$ cat src/rtl/mill_pkg.sv
// Shared definitions for the Miller-coded frame deframer: FSM encoding,
// default frame size limit and the bit-clock length of one ETU.
package mill_pkg;

    localparam int MAX_BYTES_DEF = 64;
    localparam int ETU_CLKS      = 8;

    typedef enum logic [1:0] {
        ST_IDLE  = 2'd0,
        ST_DATA  = 2'd1,
        ST_DRAIN = 2'd2
    } mill_state_e;

endpackage

$ cat src/rtl/mill_byte_asm.sv
// Nine-bit LSB-first shift register with bit counter and odd-parity check.
// byte_o, parity_ok_o and nine_done_o describe the word as it will look after
// the current shift, so the caller can register the result on the same edge.
module mill_byte_asm (
    input  logic       clk_i,
    input  logic       rst_n_i,
    input  logic       clear_i,
    input  logic       shift_i,
    input  logic       data_i,
    output logic [7:0] byte_o,
    output logic       parity_ok_o,
    output logic       nine_done_o,
    output logic [3:0] bit_cnt_o,
    output logic [7:0] sr_hi_o
);

    logic [8:0] sr_q;
    logic [8:0] sr_nxt;
    logic [3:0] cnt_q;

    // Newest bit enters at the top, so after nine shifts the first bit sits in bit 0.
    assign sr_nxt      = {data_i, sr_q[8:1]};
    assign byte_o      = sr_nxt[7:0];
    assign parity_ok_o = ^sr_nxt;
    assign nine_done_o = shift_i && (cnt_q == 4'd8);
    assign bit_cnt_o   = cnt_q;
    assign sr_hi_o     = sr_q[8:1];

    always_ff @(posedge clk_i or negedge rst_n_i) begin
        if (!rst_n_i) begin
            sr_q  <= '0;
            cnt_q <= '0;
        end else if (clear_i) begin
            sr_q  <= '0;
            cnt_q <= '0;
        end else if (shift_i) begin
            sr_q  <= sr_nxt;
            cnt_q <= (cnt_q == 4'd8) ? 4'd0 : cnt_q + 4'd1;
        end
    end

endmodule

$ cat src/rtl/mill_frame_deframer.sv
// Frame deframer behind the Miller decoder: finds SOF, assembles parity-checked
// bytes, classifies EOF as standard/short/bad and guards against overflow.
//
//   state    | meaning
//   ---------+----------------------------------------------------------
//   ST_IDLE  | waiting for SOF (modulated ETU carrying logic 0)
//   ST_DATA  | receiving 9-bit characters until an unmodulated ETU
//   ST_DRAIN | overflowed; swallowing bits until the frame goes idle
module mill_frame_deframer
    import mill_pkg::*;
#(
    parameter int MAX_BYTES = MAX_BYTES_DEF
) (
    input  logic                             clk,
    input  logic                             in_enable,
    input  logic                             in_data,
    input  logic                             in_strobe,
    input  logic                             in_idle,
    output logic [7:0]                       out_byte,
    output logic                             out_byte_valid,
    output logic                             out_parity_err,
    output logic                             out_frame_end,
    output logic                             out_frame_ok,
    output logic                             out_short_frame,
    output logic [$clog2(MAX_BYTES+1)-1:0]   out_byte_count
);

    localparam int CW = $clog2(MAX_BYTES + 1);

    mill_state_e   state_q, state_d;
    logic [7:0]    byte_q, byte_d;
    logic          bvalid_q, bvalid_d;
    logic          perr_q, perr_d;
    logic          fend_q, fend_d;
    logic          fok_q, fok_d;
    logic          short_q, short_d;
    logic [CW-1:0] cnt_q, cnt_d;
    logic          err_q, err_d;

    logic          asm_clear;
    logic          asm_shift;
    logic [7:0]    asm_byte;
    logic          asm_parity_ok;
    logic          asm_nine_done;
    logic [3:0]    asm_bit_cnt;
    logic [7:0]    asm_sr_hi;
    logic          last_bit;

    assign asm_clear = (state_q == ST_IDLE) && in_strobe && !in_idle && !in_data;
    assign asm_shift = (state_q == ST_DATA) && in_strobe && !in_idle;
    assign last_bit  = asm_sr_hi[7];

    mill_byte_asm u_byte_asm (
        .clk_i       (clk),
        .rst_n_i     (in_enable),
        .clear_i     (asm_clear),
        .shift_i     (asm_shift),
        .data_i      (in_data),
        .byte_o      (asm_byte),
        .parity_ok_o (asm_parity_ok),
        .nine_done_o (asm_nine_done),
        .bit_cnt_o   (asm_bit_cnt),
        .sr_hi_o     (asm_sr_hi)
    );

    always_comb begin
        state_d  = state_q;
        byte_d   = byte_q;
        bvalid_d = 1'b0;
        perr_d   = perr_q;
        fend_d   = 1'b0;
        fok_d    = fok_q;
        short_d  = short_q;
        cnt_d    = cnt_q;
        err_d    = err_q;

        unique case (state_q)
            ST_IDLE: begin
                if (asm_clear) begin
                    state_d = ST_DATA;
                    cnt_d   = '0;
                    err_d   = 1'b0;
                end
            end

            ST_DATA: begin
                if (in_strobe && !in_idle) begin
                    if (asm_nine_done) begin
                        if (cnt_q == CW'(MAX_BYTES)) begin
                            err_d   = 1'b1;
                            state_d = ST_DRAIN;
                        end else begin
                            byte_d   = asm_byte;
                            perr_d   = !asm_parity_ok;
                            bvalid_d = 1'b1;
                            cnt_d    = cnt_q + 1'b1;
                            if (!asm_parity_ok) begin
                                err_d = 1'b1;
                            end
                        end
                    end
                end else if (in_strobe) begin
                    fend_d  = 1'b1;
                    state_d = ST_IDLE;
                    fok_d   = 1'b0;
                    short_d = 1'b0;
                    if (asm_bit_cnt == 4'd1 && !last_bit && cnt_q != '0) begin
                        fok_d = !err_q;
                    end else if (asm_bit_cnt == 4'd8 && !last_bit && cnt_q == '0) begin
                        // Seven data bits plus the trailing logic-0 end-of-frame bit.
                        fok_d    = 1'b1;
                        short_d  = 1'b1;
                        bvalid_d = 1'b1;
                        perr_d   = 1'b0;
                        byte_d   = {1'b0, asm_sr_hi[6:0]};
                    end
                end
            end

            ST_DRAIN: begin
                if (in_strobe && in_idle) begin
                    fend_d  = 1'b1;
                    fok_d   = 1'b0;
                    short_d = 1'b0;
                    state_d = ST_IDLE;
                end
            end

            default: state_d = ST_IDLE;
        endcase
    end

    always_ff @(posedge clk or negedge in_enable) begin
        if (!in_enable) begin
            state_q  <= ST_IDLE;
            byte_q   <= '0;
            bvalid_q <= 1'b0;
            perr_q   <= 1'b0;
            fend_q   <= 1'b0;
            fok_q    <= 1'b0;
            short_q  <= 1'b0;
            cnt_q    <= '0;
            err_q    <= 1'b0;
        end else begin
            state_q  <= state_d;
            byte_q   <= byte_d;
            bvalid_q <= bvalid_d;
            perr_q   <= perr_d;
            fend_q   <= fend_d;
            fok_q    <= fok_d;
            short_q  <= short_d;
            cnt_q    <= cnt_d;
            err_q    <= err_d;
        end
    end

    assign out_byte        = byte_q;
    assign out_byte_valid  = bvalid_q;
    assign out_parity_err  = perr_q;
    assign out_frame_end   = fend_q;
    assign out_frame_ok    = fok_q;
    assign out_short_frame = short_q;
    assign out_byte_count  = cnt_q;

endmodule

$ cat config.mk
export PLATFORM = sky130hd
export DESIGN_NAME = mill_frame_deframer
export DESIGN_NICKNAME = d
export VERILOG_FILES = /design/src/rtl/mill_pkg.sv /design/src/rtl/mill_byte_asm.sv /design/src/rtl/mill_frame_deframer.sv
export SDC_FILE = /design/constraint.sdc
export NUM_CORES = 1
export LEC_CHECK = 0
export BUFFER_PORTS_ARGS = -buffer_cell sky130_fd_sc_hd__buf_4
export CORE_ASPECT_RATIO = 1.1
export CORE_MARGIN = 2
export CORE_UTILIZATION = 55
export DETAILED_ROUTE_END_ITERATION = 8
export PLACE_DENSITY = 0.76
export SLEW_MARGIN = 20
export SYNTH_ARGS = -nofsm -noshare
export SYNTH_HDL_FRONTEND = slang
export SYNTH_HIERARCHICAL = 1
export SYNTH_SLANG_ARGS = --single-unit
$ cat constraint.sdc
create_clock -name clk -period 2.6 [get_ports clk]
set_input_delay 0.65 -clock clk [delete_from_list [all_inputs] [get_ports clk]]
set_output_delay 0.65 -clock clk [all_outputs]
set_load 0.01 [all_outputs]
==> impl_metrics.xml <==
<?xml version="1.0" encoding="UTF-8"?>
<metrics>
  <group name="critical_path">
    <metric name="max_stage_delay" unit="ns">0.46</metric>
    <metric name="setup.worst_path.class" unit="">reg -&gt; reg</metric>
    <metric name="cp.buffers_inverters" unit="">1</metric>
    <metric name="critical-path-slowest-cell" unit="">sky130_fd_sc_hd__dfrtp_1</metric>
    <metric name="worst-path-stages" unit="">7</metric>
    <metric name="critical_path.startpoint_type" unit="">register</metric>
    <metric name="critical-path-top-delay-family" unit="">compound AO/OA/AOI/OAI gates</metric>
    <metric name="end_kind" unit="">register</metric>
    <metric name="timing.critical_path.required" unit="ns">2.78</metric>
    <metric name="arrival" unit="ns">2.47</metric>
    <metric name="cp_cell_sequence" unit="">inv_1 &gt; ha_1 &gt; nand2_1 &gt; nor3b_1 &gt; o211ai_1 &gt; a21oi_4 &gt; mux2_2</metric>
    <metric name="timing.reg2reg.worst_path_depth" unit="">7</metric>
    <metric name="maximum_fanout_along_the_worst_path" unit="">10</metric>
  </group>
  <group name="placed_design">
    <metric name="place.gp.congestion" unit="">0.7956</metric>
    <metric name="preCtsSetupSlack" unit="ns">0.02231</metric>
    <metric name="placement.cell_area" unit="mm^2">0.002265</metric>
    <metric name="io_buffers" unit="">24</metric>
    <metric name="post-dp-hpwl" unit="um">2812</metric>
  </group>
  <group name="floorplan">
    <metric name="die_y" unit="um">68.34</metric>
    <metric name="dieArea" unit="mm^2">0.004270</metric>
    <metric name="placeable_area" unit="mm^2">0.003626</metric>
    <metric name="io_pins" unit="">25</metric>
    <metric name="placementRows" unit="">23</metric>
    <metric name="fp.dieW" unit="um">62.49</metric>
    <metric name="floorplan.initialDensity" unit="%">57.07</metric>
  </group>
  <group name="sta">
    <metric name="max-slew-margin-rel" unit="%">70.41</metric>
    <metric name="timing.hold.ws" unit="ns">0.3020</metric>
    <metric name="timing.final.crit_period" unit="ns">2.295</metric>
    <metric name="hold_viol_final" unit="">0</metric>
    <metric name="final_max_tran_viols" unit="">0</metric>
    <metric name="final.setup.tns" unit="ns">0</metric>
    <metric name="grt_setup_unrepaired" unit="">false</metric>
    <metric name="final_clock_skew" unit="ns">0.007358</metric>
    <metric name="maxClockFrequency" unit="MHz">435.7</metric>
    <metric name="post-route-worst-setup-slack" unit="ns">0.3047</metric>
    <metric name="tightestPinTransition" unit="ns">0.4398</metric>
    <metric name="setup_viol" unit="">0</metric>
    <metric name="timing.final.crit_share" unit="%">88.28</metric>
  </group>
  <group name="pwr">
    <metric name="cell_internal_pwr" unit="uW">1498</metric>
    <metric name="power-per-cell-area" unit="mW/mm^2">1008</metric>
    <metric name="power_leakage" unit="uW">0.001138</metric>
    <metric name="ir_worst_vdd" unit="uV">498.7</metric>
    <metric name="seq_power_share" unit="%">38.2</metric>
    <metric name="netSwitchingFraction" unit="%">37.53</metric>
    <metric name="switchingPower" unit="uW">899.6</metric>
    <metric name="pwr-share-comb" unit="%">41.4</metric>
    <metric name="p_clk_share" unit="%">20.3</metric>
  </group>
  <group name="clocking">
    <metric name="cts.sinks" unit="">35</metric>
    <metric name="clock_path_buffers" unit="">2</metric>
    <metric name="cts_inserted_buffers" unit="">5</metric>
    <metric name="worstSkewPairLatency" unit="ns">0.29</metric>
    <metric name="post_cts.resized_instances" unit="">0</metric>
    <metric name="post_cts_hold_fix_bufs" unit="">0</metric>
    <metric name="clockRootBuffer" unit="">sky130_fd_sc_hd__clkbuf_8</metric>
    <metric name="postcts_setup_bufs" unit="">0</metric>
    <metric name="cts.htree.levels" unit="">2</metric>
    <metric name="cts_tree" unit="">yes</metric>
    <metric name="worst_setup_hold_path_clk_slew" unit="ns">0.08</metric>
  </group>
  <group name="yosys">
    <metric name="yosys_warning_total" unit="">6</metric>
    <metric name="synth-async-reset-ratio" unit="%">100.0</metric>
    <metric name="synthesis.area" unit="mm^2">0.002069</metric>
    <metric name="synth_sequential_area_ratio" unit="%">42.32</metric>
    <metric name="synth_enable_flop_cells" unit="">0</metric>
    <metric name="synth_top_flop_cell" unit="">sky130_fd_sc_hd__dfrtp_1</metric>
    <metric name="yosys_register_bits" unit="">35</metric>
    <metric name="syn-instance-count" unit="">214</metric>
    <metric name="postSynthAreaPerCell" unit="um^2">9.670</metric>
    <metric name="syn_nets" unit="">227</metric>
    <metric name="yosys.cell_types.count" unit="">48</metric>
  </group>
  <group name="route">
    <metric name="initialDrtViolationCount" unit="">67</metric>
    <metric name="vias_per_cell" unit="">5.415</metric>
    <metric name="dr_total_vias" unit="">1554</metric>
    <metric name="drt-wirelength-per-cell" unit="um">13.49</metric>
    <metric name="routed_wl" unit="um">3872</metric>
    <metric name="first_pass_iters" unit="">4</metric>
    <metric name="drc" unit="">0</metric>
    <metric name="drtAntennaViolNets" unit="">0</metric>
  </group>
  <group name="grt">
    <metric name="grt_use_met1" unit="%">26.32</metric>
    <metric name="global_route.usage.total" unit="%">20.50</metric>
    <metric name="vias_in_the_first_global_route" unit="">1449</metric>
    <metric name="grt_use_met2" unit="%">35.48</metric>
    <metric name="antenna_found_initial" unit="">0</metric>
    <metric name="grt_start_max_net_pins" unit="">36</metric>
    <metric name="grt_pass1_wl" unit="um">6831</metric>
    <metric name="grt_overflow_total" unit="">0</metric>
    <metric name="globalRouteMet3Util" unit="%">4.934</metric>
    <metric name="grt_most_used_layer" unit="">met2</metric>
  </group>
  <group name="final_layout">
    <metric name="multi_input_comb_area" unit="mm^2">0.001067</metric>
    <metric name="layout.cells.most_common_list" unit="">38 x sky130_fd_sc_hd__nand2_1, 35 x sky130_fd_sc_hd__dfrtp_1, 29 x sky130_fd_sc_hd__buf_4, 14 x sky130_fd_sc_hd__nor2_1, 12 x sky130_fd_sc_hd__a21oi_1</metric>
    <metric name="final_area" unit="mm^2">0.002377</metric>
    <metric name="antenna-diode-count" unit="">0</metric>
    <metric name="syn2layout_area_growth" unit="%">14.87</metric>
    <metric name="drive_gt1_share" unit="%">22.78</metric>
    <metric name="fill_cells" unit="">314</metric>
    <metric name="fin_nets" unit="">249</metric>
    <metric name="final_core_utilization" unit="%">65.56</metric>
    <metric name="final_common_cell" unit="">sky130_fd_sc_hd__nand2_1</metric>
    <metric name="area.sequential" unit="um^2">875.8</metric>
  </group>
  <group name="min_path">
    <metric name="worst_min_delay_path_category" unit="">in -&gt; async</metric>
  </group>
  <group name="run_status">
    <metric name="status" unit="">finished, final reports clean</metric>
  </group>
  <group name="flow_run">
    <metric name="cap_viol_max_count" unit="">0</metric>
  </group>
</metrics>
power by group through the flow:
stage / registers [uW] / clock network, uW / logic, uW
final: 917 / 487 / 993
after global routing: 949 / 528 / 1140
after CTS: 914 / 505 / 1010
after detailed placement: 923 / 0 / 1000
after global placement: 921 / 0 / 988
after floorplan: 917 / 0 / 745
state kept, by name (all words and copies together), names as in the netlist:
name / count
err_q: 1
out_byte: 8
out_byte_count: 7
out_byte_valid: 1
out_frame_end: 1
out_frame_ok: 1
out_parity_err: 1
out_short_frame: 1
state_q: 2
u_byte_asm/bit_cnt_o: 4
u_byte_asm/sr_q: 8
through the flow:
step                power (uW)  std cells
floorplan                 1662        214
global placement          1908        279
detailed placement        1926        279
CTS                       2426        287
global route              2613        287
finish                    2397        287
worst paths after layout:
check	from	to	slack [ns]
min	in_enable	out_byte[6]$_DFFE_PN0P_	0.30
min reg2reg	out_frame_ok$_DFFE_PN0P_	out_frame_ok$_DFFE_PN0P_	0.49
min in group clk	out_frame_ok$_DFFE_PN0P_	out_frame_ok$_DFFE_PN0P_	0.49
max in group asynchronous	in_enable	u_byte_asm/sr_q[4]$_DFFE_PN0P_	1.99
max	u_byte_asm/bit_cnt_o[0]$_DFFE_PN0P_	out_byte[4]$_DFFE_PN0P_	0.30
max reg2reg	u_byte_asm/bit_cnt_o[0]$_DFFE_PN0P_	out_byte[4]$_DFFE_PN0P_	0.30
layer usage:
metal / up-vias / wire (um)
li1: 780 / -
met4: 0 / 41
met5: - / 0
met2: 35 / 1865
met3: 5 / 137
met1: 734 / 1827
cell usage after synthesis, drive strengths merged (4+ instances only):
cell     n  share of area (%)
a21oi   13                3.7
buf     10                3.4
clkbuf   4               0.73
dfrtp   35                 42
ha       8                4.8
inv     11                2.0
mux2     9                4.9
mux2i   10                4.8
nand2   38                6.9
nand2b   5                1.5
nand3    5                1.2
nor2    14                2.5
o21ai    7                2.2
xnor2    5                2.5
final cells by class:
class / count / area share (%)
Clock buffer: 5 / 2.895
Clock inverter: 3 / 1.842
Inverter: 11 / 1.737
Multi-Input combinational cell: 154 / 44.89
Sequential cell: 35 / 36.84
Tap cell: 50 / 2.632
Timing Repair Buffer: 29 / 9.158
kinds of logic after synthesis:
group,after synthesis,synth area share (%)
AND/OR/NAND/NOR,83,20.01
adder cells (fa/ha/maj),8,4.837
XOR/XNOR,8,4.414
AO/OA/AOI/OAI,36,12.58
flip-flops,35,42.32
multiplexers,19,9.734
buffers and inverters,25,6.106
(Power assumes the default switching activity.)
